--- config.mk ---
export PLATFORM = sky130hd
export DESIGN_NAME = hazard_ctrl
export DESIGN_NICKNAME = d
export VERILOG_FILES = /design/src/rtl/hazard_ctrl.sv
export SDC_FILE = /design/constraint.sdc
export NUM_CORES = 1
export LEC_CHECK = 0
export ABC_AREA = 1
export CORE_UTILIZATION = 31
export DETAILED_ROUTE_END_ITERATION = 6
export HOLD_SLACK_MARGIN = 0.05
export PLACE_DENSITY = 0.78
export REMOVE_ABC_BUFFERS = 1
export SETUP_SLACK_MARGIN = 0.2
export SLEW_MARGIN = 25
export SYNTH_ARGS = -nofsm -noshare
export SYNTH_HDL_FRONTEND = slang
export SYNTH_SLANG_ARGS = --single-unit
--- constraint.sdc ---
create_clock -name clk -period 2.2 [get_ports clk]
set_clock_uncertainty 0.15 [all_clocks]
set_input_delay 0.55 -clock clk [delete_from_list [all_inputs] [get_ports clk]]
set_output_delay 0.55 -clock clk [all_outputs]
set_load 0.02 [all_outputs]
--- src/rtl/hazard_ctrl.sv ---
// hazard_ctrl -- pipeline hazard controller for the 5-stage MIPS core.
// Inserts a one-cycle bubble on load-use hazards and flushes IF/ID and ID/EX
// on a taken branch. Freezes PC, IF/ID and ID/EX while a multi-cycle
// multiply/divide occupies EX.
// Optional build macro: HAZARD_STATS_EN adds the saturating event counters
// loadUseCnt and mduStallCnt.
module hazard_ctrl #(
   parameter int MULT_LAT = 4,
   parameter int DIV_LAT  = 8,
   parameter int CNT_W    = 5
) (
   input  logic             clk,
   input  logic             rst_n,
   input  logic             memReadEX,
   input  logic [4:0]       regWriteAddrEX,
   input  logic [4:0]       rsAddrID,
   input  logic [4:0]       rtAddrID,
   input  logic             useRsID,
   input  logic             useRtID,
   input  logic             branchTakenEX,
   input  logic             mduStartEX,
   input  logic             mduOp,
   output logic             pcWrite,
   output logic             ifidWrite,
   output logic             ifidFlush,
   output logic             idexWrite,
   output logic             idexFlush,
   output logic             exmemFlush,
   output logic             mduDone
`ifdef HAZARD_STATS_EN
   ,
   output logic [15:0]      loadUseCnt,
   output logic [15:0]      mduStallCnt
`endif
);

   typedef enum logic [0:0] {
      RUN      = 1'b0,
      MDU_WAIT = 1'b1
   } stateT;

   localparam logic [CNT_W-1:0] CNT_ZERO = {CNT_W{1'b0}};
   localparam logic [CNT_W-1:0] CNT_ONE  = {{(CNT_W-1){1'b0}}, 1'b1};

   // The first EX cycle is spent in RUN, the last one (cnt==0) signals done,
   // so the counter is preloaded with LAT-2.
   localparam logic [CNT_W-1:0] MULT_LOAD = (MULT_LAT > 1) ? CNT_W'(MULT_LAT - 2) : CNT_ZERO;
   localparam logic [CNT_W-1:0] DIV_LOAD  = (DIV_LAT > 1)  ? CNT_W'(DIV_LAT - 2)  : CNT_ZERO;
   localparam logic             MULT_SINGLE = (MULT_LAT == 1);
   localparam logic             DIV_SINGLE  = (DIV_LAT == 1);

   stateT            stateR;
   stateT            stateNxt;
   logic [CNT_W-1:0] cntR;
   logic [CNT_W-1:0] cntNxt;

   logic             loadUseHit;
   logic             mduSingle;
   logic [CNT_W-1:0] mduLoad;

   logic             stallS;
   logic             bubbleS;
   logic             branchS;
   logic             doneS;

   // Decode the load-use condition and the latency of the requested MDU op
   always_comb begin
      loadUseHit = 1'b0;
      mduSingle  = MULT_SINGLE;
      mduLoad    = MULT_LOAD;
      if (memReadEX && (regWriteAddrEX != 5'd0)) begin
         loadUseHit = (useRsID && (rsAddrID == regWriteAddrEX)) ||
                      (useRtID && (rtAddrID == regWriteAddrEX));
      end else begin
         loadUseHit = 1'b0;
      end
      if (mduOp) begin
         mduSingle = DIV_SINGLE;
         mduLoad   = DIV_LOAD;
      end else begin
         mduSingle = MULT_SINGLE;
         mduLoad   = MULT_LOAD;
      end
   end

   // State and MDU down-counter register
   always_ff @(posedge clk or negedge rst_n) begin
      if (!rst_n) begin
         stateR <= RUN;
         cntR   <= CNT_ZERO;
      end else begin
         stateR <= stateNxt;
         cntR   <= cntNxt;
      end
   end

   // Next-state and counter update; a taken branch kills a concurrent MDU start
   always_comb begin
      stateNxt = stateR;
      cntNxt   = cntR;
      case (stateR)
         RUN: begin
            if (branchTakenEX) begin
               stateNxt = RUN;
               cntNxt   = CNT_ZERO;
            end else if (mduStartEX && !mduSingle) begin
               stateNxt = MDU_WAIT;
               cntNxt   = mduLoad;
            end else begin
               stateNxt = RUN;
               cntNxt   = CNT_ZERO;
            end
         end
         MDU_WAIT: begin
            if (cntR != CNT_ZERO) begin
               stateNxt = MDU_WAIT;
               cntNxt   = cntR - CNT_ONE;
            end else begin
               stateNxt = RUN;
               cntNxt   = CNT_ZERO;
            end
         end
         default: begin
            stateNxt = RUN;
            cntNxt   = CNT_ZERO;
         end
      endcase
   end

   // Pipeline controls from state, counter and hazard inputs
   always_comb begin
      stallS  = 1'b0;
      bubbleS = 1'b0;
      branchS = 1'b0;
      doneS   = 1'b0;
      case (stateR)
         RUN: begin
            if (branchTakenEX) begin
               branchS = 1'b1;
            end else if (mduStartEX) begin
               if (mduSingle) begin
                  doneS = 1'b1;
               end else begin
                  stallS = 1'b1;
               end
            end else if (loadUseHit) begin
               bubbleS = 1'b1;
            end else begin
               stallS = 1'b0;
            end
         end
         MDU_WAIT: begin
            if (cntR != CNT_ZERO) begin
               stallS = 1'b1;
            end else begin
               doneS = 1'b1;
            end
         end
         default: begin
            stallS = 1'b0;
         end
      endcase
      pcWrite    = !(stallS || bubbleS);
      ifidWrite  = !(stallS || bubbleS);
      ifidFlush  = branchS;
      idexWrite  = !stallS;
      idexFlush  = branchS || bubbleS;
      exmemFlush = stallS;
      mduDone    = doneS;
   end

`ifdef HAZARD_STATS_EN
   // Saturating counters of load-use bubbles and MDU stall cycles
   always_ff @(posedge clk or negedge rst_n) begin
      if (!rst_n) begin
         loadUseCnt  <= 16'h0000;
         mduStallCnt <= 16'h0000;
      end else begin
         if (bubbleS && (loadUseCnt != 16'hFFFF)) begin
            loadUseCnt <= loadUseCnt + 16'h0001;
         end else begin
            loadUseCnt <= loadUseCnt;
         end
         if (stallS && (mduStallCnt != 16'hFFFF)) begin
            mduStallCnt <= mduStallCnt + 16'h0001;
         end else begin
            mduStallCnt <= mduStallCnt;
         end
      end
   end
`endif

endmodule
==> out/results.tsv <==
metric	value	unit
ys_warn_count	0	
cp_cell_sequence	inv_1 -> ha_2 -> nor3b_4 -> nand2_2 -> nand2_4 -> nand2_4 -> a21oi_4 -> buf_6	
slowest_stage	dfrtp_1	
status	complete, but fails checks	
grt.total_usage	16.62	%
p_per_area	972.7	nW/um2
rsz0062_at_grt	yes	
die_area	1919	um2
finalSetupViolations	5	
timing.hold.ws	0.3837	ns
slowest_delay	0.38	ns
worstPathArrival	1.60	ns
endpoint_kind	output port	
clkTransAtPathRegs	0.05	ns
grt.busiest_layer	met2	
crit_fanout	3	
cap_violations	0	
hold_violations	0	
grt_pass1_vias	648	
clock_sinks	6	
min_path_cells	2	
finalCriticalPeriod	2.299	ns
die_y	43.81	um
hold_class	flop to flop	
grt_use_met3	3.750	%
gp_congestion	0.7406	
antenna_left	0	
syn_inst	92	
synth_seq_cells	6	
clock_path_buffers	2	
start_util	34.37	%
synth.avg_cell_area	5.889	um2
worstReg2RegStart	cntR[1]	
cp_common_cell	nand2_4	
fill_cells	151	
min_from	cntR[4]	
fin_ws	-0.09914	ns
drt_iter0_drc	6	
areaGrowthSynthToFinish	77.83	%
drtPass1Iterations	3	
post-route-drc-count	0	
ctsHoldBuffers	0	
crit_type	flop to output port	
maxSlewHeadroom	79.95	%
cp.depth	8	
grt_use_met2	33.73	%
r2r_slack	0.68	ns
required	1.50	ns
antenna_found_initial	0	
final_nets	163	
fmax	434.9	MHz
num_antenna_cells	0	
p_leak	0.5688	nW
cpLargestDelayFamily	simple AND/OR/NAND/NOR gates	
syn_area	541.8	um2
met1_usage	15.87	%
io_buffers	29	
cts_buffers	3	
synth.distinct_cells	16	
min_period_over_period	104.5	%
via_count	692	
clk_latency	0.25	ns
h-tree-depth	1	
layout-drive-gt1-share	48.18	%
finalMaxSlewViolations	0	
grt_max_degree	7	
power	0.0009371	W
crit_buf_inv	2	
drt-vias-per-instance	4.523	
core_area	1577	um2
startpoint_type	flop	
rows	14	
ir_drop	392.2	uV
min_to	cntR[4]	
overflow	0	
reg2reg_depth	7	
worst_slew_pin_slew	0.2998	ns
violations	setup timing	
grt_pass1_wl	2346	um
die_w	43.81	um
hpwlAfterDp	1173	um
drt-total-wl	1502	um
routedWlPerCell	9.817	um
yosysSeqAreaShare	27.71	%
cts_tree	done	
reg2reg_to	cntR[1]	
root_buffer	clkbuf_4	
io_pins	30	
==> worst register-to-register path, delay by kind of cell (launching register included) <==
| kind | cells | cell delay, ns |
|---|---|---|
| AND/OR/NAND/NOR | 3 | 0.40 |
| flip-flops | 1 | 0.38 |
| buffers and inverters | 2 | 0.19 |
| adder cells (fa/ha/maj) | 1 | 0.18 |
| AO/OA/AOI/OAI | 1 | 0.09 |
==> worst max-delay path by stage <==
stage,start,end
floorplan,cntR[0],ifidWrite
CTS,cntR[1],pcWrite
global placement,regWriteAddrEX[0],idexFlush
finish,cntR[1],pcWrite
detailed placement,regWriteAddrEX[0],idexFlush
global route,cntR[1],pcWrite
==> kinds of logic after synthesis <==
| logic type | after synthesis | synth area share [%] |
|---|---|---|
| AO/OA/AOI/OAI | 4 | 4.387 |
| AND/OR/NAND/NOR | 57 | 46.42 |
| buffers and inverters | 22 | 15.93 |
| XOR/XNOR | 2 | 3.234 |
| flip-flops | 6 | 27.71 |
| adder cells (fa/ha/maj) | 1 | 2.309 |
==> through the flow <==
step	setup TNS, ns	area, um2	instances	utilization, %	setup WS (ns)
floorplan	0	534.3	91	-	0.07386
global placement	-3.655	919.6	146	58.33	-0.7280
detailed placement	-3.706	919.6	146	58.33	-0.7411
CTS	-0.1780	938.4	151	59.52	-0.06173
global route	-0.7405	963.4	153	61.11	-0.1890
finish	-0.3334	963.4	153	61.11	-0.09914
==> cells in the mapped netlist <==
cell      n  area, um2
nand3_1   4      20.02
buf_4     1      7.510
nor2_1   13      48.80
ha_1      1      12.51
o21ai_0   3      15.01
a21oi_2   1      8.760
xnor2_1   2      17.52
nand2_1  32      120.1
dfrtp_1   6      150.1
nor3_1    3      15.01
inv_2     1      3.750
nand2_2   1      6.260
inv_1    20      75.07
nor3b_2   1      12.51
nand4_1   1      6.260
nand2_4   2      22.52
==> state kept, by name, indices dropped and copies added, names as in the netlist <==
name    flops
cntR        5
stateR      1
==> metal layers <==
| metal | routed length [um] | vias up | part of all wire (%) |
|---|---|---|---|
| li1 | - | 361 | - |
| met1 | 548 | 310 | 36 |
| met2 | 876 | 17 | 58 |
| met3 | 60 | 4 | 4.0 |
| met4 | 17 | 0 | 1.1 |
| met5 | 0 | - | 0 |
==> placed cells by master, fill, tap and decap left out, types with 3 or more instances in the layout <==
cell / count
nor2_1: 12
nand2_2: 6
nand3_1: 3
nand2_1: 27
buf_6: 9
inv_1: 11
inv_2: 9
dfrtp_1: 6
clkbuf_4: 3
buf_4: 16
clkbuf_2: 11
==> power by group <==
part | total [W] | internal [W] | switching, W
Sequential | 0.000179 | 0.000146 | 0.0000334
Clock | 0.000105 | 0.0000620 | 0.0000433
Combinational | 0.000652 | 0.000354 | 0.000299
==> cell type report <==
| class | instances | area [um2] | area share, % |
|---|---|---|---|
| clock buffers | 3 | 22.52 | 2.338 |
| flip-flops and latches | 6 | 150.1 | 15.58 |
| repair buffers | 43 | 340.3 | 35.32 |
| well taps | 16 | 20.02 | 2.078 |
| multi-input cells | 64 | 346.6 | 35.97 |
| inverters | 21 | 83.83 | 8.701 |
==> repair_timing <==
item,CTS,global route
endpoints found under the setup margin,7,6
setup buffers,2,2
pin swaps,16,26
gates resized for setup,67,68
Note: power is estimated with default switching activity, not from simulation.
